## config.mk

```make
export PLATFORM = sky130hd
export DESIGN_NAME = std_gray_count_receiver
export DESIGN_NICKNAME = d
export VERILOG_FILES = /design/src/rtl/std_gray_count_receiver.sv
export SDC_FILE = /design/constraint.sdc
export NUM_CORES = 1
export LEC_CHECK = 0
export ABC_CLOCK_PERIOD_IN_PS = 1200
export CORE_MARGIN = 3
export CORE_UTILIZATION = 30
export CTS_CLUSTER_SIZE = 8
export DETAILED_ROUTE_END_ITERATION = 16
export PLACE_DENSITY = 0.66
export SETUP_SLACK_MARGIN = 0.1
export SLEW_MARGIN = 20
export SYNTH_ARGS = -nofsm -noshare
export SYNTH_HDL_FRONTEND = slang
export SYNTH_SLANG_ARGS = --single-unit
```

## constraint.sdc

```tcl
create_clock -name i_clk -period 1.2 [get_ports i_clk]
set_input_delay 0.24 -clock i_clk [delete_from_list [all_inputs] [get_ports i_clk]]
set_output_delay 0.24 -clock i_clk [all_outputs]
set_load 0.01 [all_outputs]
```

## src/rtl/std_gray_count_receiver.sv

```systemverilog
// std_gray_count_receiver
//
// Receive side of a gray-coded count link. The incoming gray value is passed
// through an optional synchronizer chain, captured in a sample register, and
// decoded to binary. The block also reports how far the count advanced since
// the previous sample and flags any transition that changed more than one bit.
//
// Parameters:
//   WIDTH         - count width in bits (count range 0 .. 2^WIDTH-1)
//   SYNC_STAGES   - synchronizer flops on i_gray (0..4); 0 means i_gray is
//                   already in the i_clk domain
//   INITIAL_COUNT - binary count presented after reset
//
// Ports:
//   i_clk        - clock
//   i_rst        - asynchronous active-high reset
//   i_clear      - for one cycle forces o_error, o_delta and o_update to 0
//   i_gray       - incoming gray-coded count
//   o_count      - decoded binary count
//   o_count_gray - synchronized gray value that o_count was decoded from
//   o_delta      - binary advance since the previous sample, modulo 2^WIDTH
//   o_update     - one-cycle pulse when o_count changed
//   o_error      - sticky flag for a multi-bit gray transition
//
// Configuration macro:
//   STD_GRAY_COUNT_RECEIVER_CHECK_EN - when defined, the multi-bit transition
//   checker and the sticky o_error flop are built; otherwise o_error is tied
//   low and i_clear only affects o_delta and o_update.

module std_gray_count_receiver #(
  parameter int               WIDTH         = 2,
  parameter int               SYNC_STAGES   = 2,
  parameter logic [WIDTH-1:0] INITIAL_COUNT = '0
) (
  input  logic             i_clk,
  input  logic             i_rst,
  input  logic             i_clear,
  input  logic [WIDTH-1:0] i_gray,
  output logic [WIDTH-1:0] o_count,
  output logic [WIDTH-1:0] o_count_gray,
  output logic [WIDTH-1:0] o_delta,
  output logic             o_update,
  output logic             o_error
);

  localparam logic [WIDTH-1:0] INIT_GRAY = INITIAL_COUNT ^ (INITIAL_COUNT >> 1);

  // Gray to binary: each binary bit is the XOR of all gray bits at or above it.
  function automatic logic [WIDTH-1:0] gray_to_bin(input logic [WIDTH-1:0] g);
    logic [WIDTH-1:0] b;
    b[WIDTH-1] = g[WIDTH-1];
    for (int k = WIDTH - 2; k >= 0; k--) begin
      b[k] = b[k+1] ^ g[k];
    end
    return b;
  endfunction

  logic [WIDTH-1:0] g_new;
  logic [WIDTH-1:0] bin_new;
  logic             changed;
  logic             report;

  // Synchronizer chain. Flops reset to the gray code of INITIAL_COUNT so the
  // first sample after reset sees no transition when the input matches it.
  generate
    if (SYNC_STAGES == 0) begin : g_no_sync
      assign g_new = i_gray;
    end else begin : g_sync
      logic [WIDTH-1:0] stage [SYNC_STAGES];

      always_ff @(posedge i_clk or posedge i_rst) begin
        if (i_rst) begin
          for (int s = 0; s < SYNC_STAGES; s++) begin
            stage[s] <= INIT_GRAY;
          end
        end else begin
          stage[0] <= i_gray;
          for (int s = 1; s < SYNC_STAGES; s++) begin
            stage[s] <= stage[s-1];
          end
        end
      end

      assign g_new = stage[SYNC_STAGES-1];
    end
  endgenerate

  assign bin_new = gray_to_bin(g_new);
  assign changed = (g_new != o_count_gray);
  // A clear suppresses the delta/update report but never the sample itself.
  assign report  = changed && !i_clear;

  // Sample register. o_count holds dec(o_count_gray), so the difference with
  // it gives the modulo-2^WIDTH advance, including the wrap from max to 0.
  always_ff @(posedge i_clk or posedge i_rst) begin
    if (i_rst) begin
      o_count_gray <= INIT_GRAY;
      o_count      <= INITIAL_COUNT;
      o_delta      <= '0;
      o_update     <= 1'b0;
    end else begin
      o_update <= report;
      o_delta  <= report ? (bin_new - o_count) : '0;
      if (changed) begin
        o_count_gray <= g_new;
        o_count      <= bin_new;
      end
    end
  end

`ifdef STD_GRAY_COUNT_RECEIVER_CHECK_EN
  logic [WIDTH-1:0] diff;
  logic             multi_bit;

  // More than one bit set in diff iff clearing its lowest set bit leaves
  // something behind.
  assign diff      = g_new ^ o_count_gray;
  assign multi_bit = (diff & (diff - WIDTH'(1))) != '0;

  // Sticky error; clear has priority over a same-cycle illegal transition.
  always_ff @(posedge i_clk or posedge i_rst) begin
    if (i_rst) begin
      o_error <= 1'b0;
    end else if (i_clear) begin
      o_error <= 1'b0;
    end else if (multi_bit) begin
      o_error <= 1'b1;
    end
  end
`else
  assign o_error = 1'b0;
`endif

endmodule

```

-- Word-level counts from Yosys, hierarchy flattened
Index checks and enable logic that the tools add are counted.
- bits in registers: 11
- input bits: 5
- add/subtract/negate cells: 1
- equal/unequal tests: 1
- muxes and demuxes: 1
- bitwise logic cells: 1
- reduce and logical (&&, ||, !) cells: 2
- operators with widths (operator ; number):
    2-bit two-way mux ; 1
    2-bit != test ; 1
    2-bit subtractor ; 1
    1-bit logical AND ; 1
    1-bit logical NOT ; 1
    1-bit bitwise XOR ; 1

-- Longest topological paths before layout
- depth in word-level cells: 3
- depth in mapped cells: 5
- depth with buffers taken out: 4

-- Least setup slack after synthesis
OpenSTA, ideal clock, no wires.
- path type: reg-to-reg
- from: reg g_sync.stage (netlist bit g_new[0])
- to: reg o_count[0]
- setup time: 130 ps
- arrival: 1046 ps
- data required time: 1070 ps
- path slack: 24 ps
- cell stages (with the launch flop): 5
- buffers on the path: 1
- cell sequence: dfrtp_1 > buf_6 > or3b_1 > a21oi_1 > a2111oi_2
- longest elaborated chain between the ends: 1
- elaborated cells between the ends (all ways): 2
- those cells by class: 1 x eq/ne; 1 x bitwise
- RTL lines (item ; line ; RTL):
    start: declaration ; 69 ; logic [WIDTH-1:0] stage [SYNC_STAGES];
    start signal: indexed assignment ; 79 ; stage[s] <= stage[s-1];
    2-bit != test or 1-bit bitwise XOR (tied branches) ; 89, 53 ;
    end signal: assignment ; 106 ; o_count <= bin_new;
    end: declaration ; 39 ; output logic [WIDTH-1:0] o_count,
Parallel ways exist; a longest one is shown, timed or not.
A chain may end at the register's enable or synchronous reset.

==> flow_metrics.env <==
export IMPL_fin_nets=56
export IMPL_cts_tree="yes"
export IMPL_wire_per_inst_um=12.1
export IMPL_fin_skew_ps=8.06
export IMPL_ios=13
export IMPL_vdd_drop_max_mv=0.717
export IMPL_die_w_um=43.6
export IMPL_drcViolationCount=0
export IMPL_dp_hpwl_um=573
export IMPL_worstPathRequired_ps=1350
export IMPL_cellLeakagePower_nw=0.269
export IMPL_synth_cell_types=19
export IMPL_globalplace_congestion=0.747
export IMPL_worstSetupPathType="reg -> reg"
export IMPL_async_flop_share_pct=100
export IMPL_h_tree_depth=1
export IMPL_die_h_um=43.6
export IMPL_power_per_cell_area_mw_per_mm2=1240
export IMPL_grt_max_degree=11
export IMPL_grt_util_met3_pct=6.64
export IMPL_placementRows=12
export IMPL_antenna_found_initial=0
export IMPL_critPathArrivalTime_ps=1360
export IMPL_synth_seq_cells=10
export IMPL_start_util_pct=34.9
export IMPL_syn_inst=35
export IMPL_syn_nets=41
export IMPL_core_area_mm2=0.00122
export IMPL_yosysMostFrequentCell="dfrtp_1"
export IMPL_ctsRootBufferMaster="clkbuf_4"
export IMPL_violations="negative setup slack"
export IMPL_drt_total_wl_um=748
export IMPL_outcome="finished with violations"
export IMPL_layout_min_cycle_time_ps=1210
export IMPL_rsz0062_at_grt="yes"
export IMPL_dieArea_mm2=0.00190
export IMPL_grtUsageMet2_pct=15.4
export IMPL_synth_edf_count=0
export IMPL_slew_violations=0
export IMPL_seqPwrFrac_pct=51.1
export IMPL_drive_gt1_share_pct=50.0
export IMPL_port_buffers=11
export IMPL_ys_warn_count=0
export IMPL_ys_seq_area_share_pct=59.0
export IMPL_diodes=0
export IMPL_cp_start_kind="register"
export IMPL_synth_top_area_cell="dfrtp_1"
export IMPL_insertion_delay_ps=260
export IMPL_grt_overflow=0
export IMPL_crit_fanout=4
export IMPL_grt_pass1_wl_mm=1.18
export IMPL_netlist_top_cells_count="10 x dfrtp_1, 4 x a21oi_1, 3 x xnor2_1, 2 x buf_4, 2 x clkbuf_1"
export IMPL_final_hold_viol_count=0
export IMPL_holdBufCountCts=0
export IMPL_setup_viol=1
export IMPL_combPwrFrac_pct=20.5
export IMPL_grt_pass1_vias=285
export IMPL_finalPower_mw=0.750
export IMPL_tns_ps=-7.99
export IMPL_fin_ws_ps=-7.99
export IMPL_hp_class="in -> async"
export IMPL_drt_first_pass_iters=4
export IMPL_dp_worst_setup_slack_ps=-61.4
export IMPL_clk_pin_slew_worst_paths_ps=60
export IMPL_cts_max_path_buffers=2
export IMPL_cts_sinks=10
export IMPL_viasPerCell=4.69
export IMPL_areaGrowthSynthToFinish_pct=42.2
export IMPL_p_sw_share_pct=24.8
export IMPL_pwr_share_clk_pct=28.4
export IMPL_synth_top_cell_area_share_pct=59.0
export IMPL_max_clock_freq_ghz=0.828
export IMPL_netlist_top_cells_area="dfrtp_1 59%, xnor2_1 6.2%, a21oi_1 4.7%"
export IMPL_met1_usage_pct=7.53
export IMPL_p_switching_mw=0.186
export IMPL_drtIter0Drc=3
export IMPL_cts_buffers=3
export IMPL_track_usage_pct=9.14
export IMPL_avgSynthCellArea_um2=12.1
export IMPL_ys_dominant_reg_cell="dfrtp_1"
export IMPL_grt_busiest_layer="met2"
export IMPL_cp_end_kind="register"
export IMPL_period_share_pct=101
export IMPL_cap_violations=0
export IMPL_p_int_mw=0.564
export IMPL_syn_area_um2=424
export IMPL_ant_nets=0
export IMPL_via_count=291
-- power groups by stage --
| stage | clock network, mW | logic, mW | registers (mW) |
|---|---|---|---|
| after global placement | 0 | 0.143 | 0.384 |
| after global routing | 0.244 | 0.168 | 0.386 |
| after detailed placement | 0 | 0.148 | 0.387 |
| final | 0.213 | 0.154 | 0.383 |
| after floorplan | 0 | 0.0670 | 0.395 |
| after CTS | 0.230 | 0.151 | 0.382 |
-- cells by family (layout without fill, tap and decap cells) --
logic type | count (synthesis) | after routing | synth area share, %
fa+ha+maj | 1 | 1 | 2.95
flops | 10 | 10 | 59.0
simple gates | 8 | 8 | 12.1
other cells | 1 | 1 | 0.884
xor+xnor | 3 | 3 | 6.20
compound gates | 6 | 6 | 10.0
buf+inv | 6 | 19 | 8.85
-- routing by layer --
layer / vias up / part of all wire [%]
met1: 140 / 38
met3: 2 / 8.7
li1: 137 / -
met4: 0 / 0.27
met5: - / 0
met2: 12 / 52
-- metrics by stage --
step / std cells / utilization, % / hold WS [ps] / area, um2
global placement: 59 / 45.6 / 338 / 554
finish: 62 / 49.6 / 244 / 603
floorplan: 35 / - / 80.2 / 430
CTS: 62 / 49.3 / 237 / 599
global route: 62 / 49.6 / 280 / 603
detailed placement: 59 / 45.6 / 352 / 554
-- area by class of cell --
type                       instances  area, um2
inverter                           1       3.75
multi-input combinational         19        191
tap                               14       17.5
sequential                        10        253
timing repair buffer              15        115
fill                             108        613
clock buffer                       3       22.5
-- worst paths after layout --
kind | start | depth (start not counted) | slack [ps] | endpoint
min in group i_clk | g_sync.stage[2]$_DFF_PP0_ | 0 | 360 | g_new[0]$_DFF_PP0_
min | i_rst | 2 | 240 | o_count[1]$_DFFE_PP0P_
max | o_count[1]$_DFFE_PP0P_ | 3 | -8 | o_count[0]$_DFFE_PP0P_
max in group asynchronous | i_rst | 2 | 670 | g_new[0]$_DFF_PP0_
max reg2reg | o_count[1]$_DFFE_PP0P_ | 3 | -8 | o_count[0]$_DFFE_PP0P_
min reg2reg | g_sync.stage[2]$_DFF_PP0_ | 0 | 360 | g_new[0]$_DFF_PP0_
-- worst max-delay path, cell delays in order, from the launching register on --
cell and delay (ps):
dfrtp_1 410, buf_6 140, or2b_1 240, a2111oi_4 310
-- cell usage in the layout, fill, tap and decap left out --
cell,synthesis,routed
or3b_4,0,1
dfrtp_1,10,8
clkbuf_4,0,3
buf_4,2,3
xnor2_2,0,3
clkdlybuf4s50_1,0,4
buf_2,0,3
dfrtp_2,0,2
conb_1,1,1
a21oi_1,4,2
a21oi_4,0,1
nand3b_1,1,1
or2b_1,1,1
ha_2,0,1
nor3b_1,1,1
or2_0,1,1
a21oi_2,0,1
nor2b_1,1,1
o21a_1,1,1
clkbuf_2,0,3
clkdlybuf4s15_2,0,1
nand2_1,1,1
buf_6,1,1
inv_1,1,1
a2111oi_4,0,1
nor2_1,1,1
-- sequential cells by signal, indices dropped and copies added, names as in the netlist --
signal	count
o_count	2
g_new	2
o_update	1
g_sync.stage	2
o_delta	2
o_count_gray	1
-- repair_timing --
item	4_1_cts	5_1_grt
endpoints found under the setup margin	10	9
endpoints found under the hold margin	0	0
gates resized for setup	22	12
pin swaps	0	2
buffers inserted	0	0
(Power assumes the default switching activity.)
==> variant 1: new RTL, same settings <==
Add a define of `STD_GRAY_COUNT_RECEIVER_CHECK_EN`.
--- a/src/rtl/std_gray_count_receiver.sv
+++ b/src/rtl/std_gray_count_receiver.sv
@@ -28,2 +28,4 @@
 //   low and i_clear only affects o_delta and o_update.
+
+`define STD_GRAY_COUNT_RECEIVER_CHECK_EN
 
Behaviour: not the same (Yosys sat finds a counterexample within 4 cycles, from zero or initial values and one cycle with i_rst high).
==> variant 1 against the original RTL <==
The run still ends with setup timing left; final area is 2.1% higher; fmax is 0.95% lower; clock power rose by 18%; routed wire length is 5.5% higher; total power increased by 9.3%; sequential cell count is 1 higher; worst setup slack got worse by 0.012 ns; area after synthesis increased by 6.5%.
==> variant 1: results (changes against the original RTL) <==
The flow ran to the end, but the final reports show violations. The checks that failed: setup timing. The non-filler instance count after layout is 67 (+8.1%). The port buffer count came to 12 (+1). The share of final-layout standard cells stronger than drive strength 1 is 48.1% (-1.9 points). The routed wire length per instance is 11.8 µm (-2.4%). The routing usage on met2 is 13.2% (-2.2 points). The portion of the post-synthesis area used by sequential elements is 60.9% (+1.9 points). The slowest stage of the critical path belongs to the cell sky130_fd_sc_hd__dfrtp_2.

The setup clock skew after layout is 0.00204 ns (-0.00602 ns). The minimum setup slack in the final design is -0.0196 ns (-0.0116 ns). The worst slack after detailed placement came out at -0.0339 ns (+0.0274 ns). The multi-input logic cell count is 20 (+1).

The number of instances in the placed design was 62 (+5.1%). The net count reported at finish came out at 59 (+5.4%). The synthesized-area fraction occupied by ao, oa, aoi and oai cells is 11.6% (+1.6 points).

The endpoint of the most critical register-to-register path is o_delta[1]. Ranked by instance count, the synthesized netlist is headed by 11 x sky130_fd_sc_hd__dfrtp_1, 4 x sky130_fd_sc_hd__a21oi_1, 3 x sky130_fd_sc_hd__xnor2_1. The highest cell delay on the worst timing path is 0.47 ns (+0.06 ns). The share of the final layout cell area in multi-input gates is 29.1% (-2.7 points). The maximum number of pins on one net before global-route repair is 12 (+1). The routability congestion estimate from global placement is 0.807 (+7.9%).

The maximum fanout encountered on the critical timing path is 7 (+3). The total of plain and repair buffers excluding clock buffers came out at 16 (+1). The number of gates given a new drive strength after cts is 25 (+14%).

The number of fill cells is 130 (+20%). The final worst hold slack is 0.253 ns (+0.00964 ns). Yosys attributes the largest share of cell area to sky130_fd_sc_hd__dfrtp_1 61%, sky130_fd_sc_hd__xnor2_1 5.8%, sky130_fd_sc_hd__a21oi_1 4.4%, sky130_fd_sc_hd__a2111oi_2 3.3%, sky130_fd_sc_hd__ha_1 2.8%. The met1 layer usage reported by global route came to 9.34% (+1.8 points). The cell depth of the worst flop-to-flop path came to 4 (+1). The maximum vdd drop was 706 µV (-1.5%).

The global routing met3 resource utilization is 7.57% (+0.93 points). The number of global-route vias before repair was 273 (-4.2%). The final setup violation count is 1 (unchanged). The standby leakage power came out at 0.286 nW (+6.1%). The number of search-and-repair iterations in the first detailed-routing pass is 2 (-2). The total of clock buffers placed in the layout is 4 (+1). The overall fraction of global-route tracks in use came to 8.74% (-0.40 points). The critical path arrival came out at 1.42 ns (+0.06 ns). The share of the synthesized netlist area taken by xor and xnor gates came out at 5.82% (-0.38 points). The post-CTS setup repair buffer count is 1 (+1).

The post-synthesis register bit count is 11 (+1).
==> variant 1: critical path, delay by kind of cell, from the launching register on <==
| kind | cells | cell delay [ns] |
|---|---|---|
| XOR/XNOR | 1 | 0.15 |
| AO/OA/AOI/OAI | 1 | 0.13 |
| adder cells (fa/ha/maj) | 1 | 0.17 |
| flip-flops | 1 | 0.47 |
| AND/OR/NAND/NOR | 1 | 0.23 |
==> variant 1: layer usage <==
layer  vias to the layer above  wire [µm]
met1                       141        296
met5                         -          0
li1                        148          -
met2                        12        411
met4                         0          0
met3                         0         80
==> variant 1: cell families after synthesis <==
group / Yosys count
AO/OA/AOI/OAI: 7
flip-flops: 11
adder cells (fa/ha/maj): 1
buffers and inverters: 5
AND/OR/NAND/NOR: 9
XOR/XNOR: 3
==> variant 1: power breakdown <==
part | internal, mW | switching (mW)
Sequential | 0.400 | 0.0189
Combinational | 0.0810 | 0.0687
Clock | 0.129 | 0.122
==> variant 2: new RTL, same settings <==
Without the edit above. The output `o_delta` loses its register stage (`o_delta` becomes a continuous assignment). Comments in the files are not updated.
--- a/src/rtl/std_gray_count_receiver.sv
+++ b/src/rtl/std_gray_count_receiver.sv
@@ -98,3 +98,2 @@
       o_count      <= INITIAL_COUNT;
-      o_delta      <= '0;
       o_update     <= 1'b0;
@@ -102,3 +101,2 @@
       o_update <= report;
-      o_delta  <= report ? (bin_new - o_count) : '0;
       if (changed) begin
@@ -109,2 +107,4 @@
   end
+
+  assign o_delta = report ? (bin_new - o_count) : '0;
 
Formal check against the unedited RTL: not equivalent (a bounded check fails within 4 cycles, from zero or initial values and one cycle with i_rst high).
==> variant 2 against the original RTL <==
The run still ends with setup timing left; critical path depth up 2; combinational power grew 27%; first-iteration DRC count decreased by 67%; area after synthesis fell by 12%; register-to-register slack lost 0.15 ns; sequential cell count is 2 lower; final area rose by 2.7%; routed wire length fell by 2.8%; non-clock buffer count up 5; synthesized cell count is 5.7% lower; count of clock-buffer cells in the layout stayed put; worst setup slack worse by 0.48 ns; total power decreased by 7.3%; utilization grew 4.7 points; highest routed layer is now met3.
==> variant 2: results (changes against the original RTL) <==
The checks that failed: setup timing. The highest metal layer used by the detailed router is met3. After clock tree synthesis, the clock-pin slew on the worst setup and hold paths is 0.05 ns.

The met3 layer wire length in the routed design came out at 39 µm (-40%). The port buffer count was 11 (unchanged). The count of H-tree levels built during CTS is 1 (unchanged). The clock buffer count from CTS came to 3 (unchanged). The routability congestion estimate from global placement is 0.637 (-15%).

The worst-case register-to-register setup slack came to -0.16 ns (-0.15 ns). The number of antenna violations at the first check in global routing was 0 (unchanged). The net count reported at finish came out at 59 (+5.4%).

The sum of negative setup slack is -1.06 ns (-1.05 ns). The post-synth net total came to 39 (-4.9%). The first-pass GRT wire length came out at 1040 µm (-12%). The routing usage on met2 is 16.9% (+1.5 points).

Among all stages on the critical path, the largest delay is contributed by sky130_fd_sc_hd__dfrtp_2. The per-cell via count in the routed design came out at 4.42 (-5.9%). The minimum setup slack in the final design is -0.492 ns (-0.484 ns). The critical path arrival is 1.45 ns (+0.09 ns). By count the netlist is led by 8 x sky130_fd_sc_hd__dfrtp_1, 4 x sky130_fd_sc_hd__a21oi_1, 3 x sky130_fd_sc_hd__xnor2_1. The sum of routed wire segments on met1 came out at 286 µm (-0.35%).

The number of diodes added for antenna fixing came out at 0 (unchanged). The portion of the post-synthesis area used by sequential elements came out at 53.5% (-5.5 points). The share of flip-flops with an asynchronous set or reset after synthesis came out at 100% (unchanged). The highest cell delay on the worst timing path is 0.43 ns (+0.02 ns). The final setup violation count is 3 (+2). The met1 layer usage reported by global route came out at 11.0% (+3.4 points). The standby leakage power is 0.277 nW (+2.9%). The met2 routed wirelength came to 401 µm (+2.3%). The share of final-layout standard cells stronger than drive strength 1 came out at 56.9% (+6.9 points). The number of search-and-repair iterations in the first detailed-routing pass is 2 (-2).

The number of DRC markers in iteration 0 is 1 (-2). The maximum root-to-sink buffer count is 2 (unchanged). The flow ran to the end, but the final reports show violations. The overall fraction of global-route tracks in use came out at 9.90% (+0.76 points). The clock latency on the worst-skew pair came out at 0.24 ns (-0.02 ns).

The worst slack after detailed placement is -0.650 ns (-0.588 ns). The maximum vdd drop came out at 557 µV (-22%). The number of global-route vias before repair came out at 269 (-5.6%). The maximum number of pins on one net before global-route repair is 9 (-2). On the critical path the largest part of the delay comes from flip-flops.

The number of distinct library cell variants in the gate-level netlist after synthesis is 19 (unchanged). The setup clock skew after layout came out at 0.00241 ns (-0.00565 ns). The number of fill cells came out at 107 (-0.93%). In the post-synthesis netlist, the biggest area contributors are sky130_fd_sc_hd__dfrtp_1 54%, sky130_fd_sc_hd__xnor2_1 7.0%, sky130_fd_sc_hd__a21oi_1 5.4%, sky130_fd_sc_hd__a2111oi_2 4.0%, sky130_fd_sc_hd__buf_4 4.0%. The yosys synthesis warning count is 0 (unchanged). The global routing met3 resource utilization is 1.60% (-5.0 points). CTS placed an instance of sky130_fd_sc_hd__clkbuf_4 at the clock tree root. The total length of routed wires is 727 µm (-2.8%). The class of the tightest hold or removal check is input port to asynchronous set/reset pin. The maximum fanout encountered on the critical timing path is 3 (-1).
## variant 2: path summary, 6_finish.rpt
| kind | cells after the start | start | to |
|---|---|---|---|
| max | 5 | g_new[0] | o_delta[1] |
| min | 2 | i_rst | o_count[1] |
| max reg2reg | 5 | g_new[0] | o_count[0] |
| min reg2reg | 0 | g_sync.stage[2] | g_new[0] |
| max in group asynchronous | 2 | i_rst | g_new[1] |
| min in group i_clk | 0 | g_sync.stage[2] | g_new[0] |
## variant 2: metrics by stage
stage          cell area [µm²]  hold slack (ns)  std cells  power [mW]
2_1_floorplan              392           0.0557         33       0.397
3_3_place_gp               546            0.333         61       0.474
3_5_place_dp               546            0.342         61       0.481
4_1_cts                    599            0.231         65       0.699
5_1_grt                    619            0.252         65       0.738
6_report                   619            0.232         65       0.696
## variant 2: logic make-up after synthesis
| family | synth area share (%) |
|---|---|
| fa+ha+maj | 3.34 |
| compound gates | 11.4 |
| simple gates | 13.7 |
| xor+xnor | 7.02 |
| flops | 53.5 |
| buf+inv | 10.0 |
| other cells | 1.00 |
## variant 2: report_power, final
group | total, mW | switching (mW) | leakage, nW | internal [mW]
clock network | 0.197 | 0.0829 | 0.0138 | 0.114
logic | 0.196 | 0.0769 | 0.171 | 0.119
registers | 0.303 | 0.0143 | 0.0922 | 0.289
## variant 2: area by class of cell
class	count	area, µm²	area share (%)
multi-input cells	19	175	28.3
well taps	14	17.5	2.83
flip-flops and latches	8	203	32.7
inverters	1	3.75	0.606
repair buffers	20	198	31.9
clock buffers	3	22.5	3.64
## variant 2: repair_timing
item,in CTS,in global routing
endpoints found under the setup margin,9,8
gates resized for setup,37,7
buffers inserted,2,1
pin swaps,6,2
hold endpoints to repair,0,0
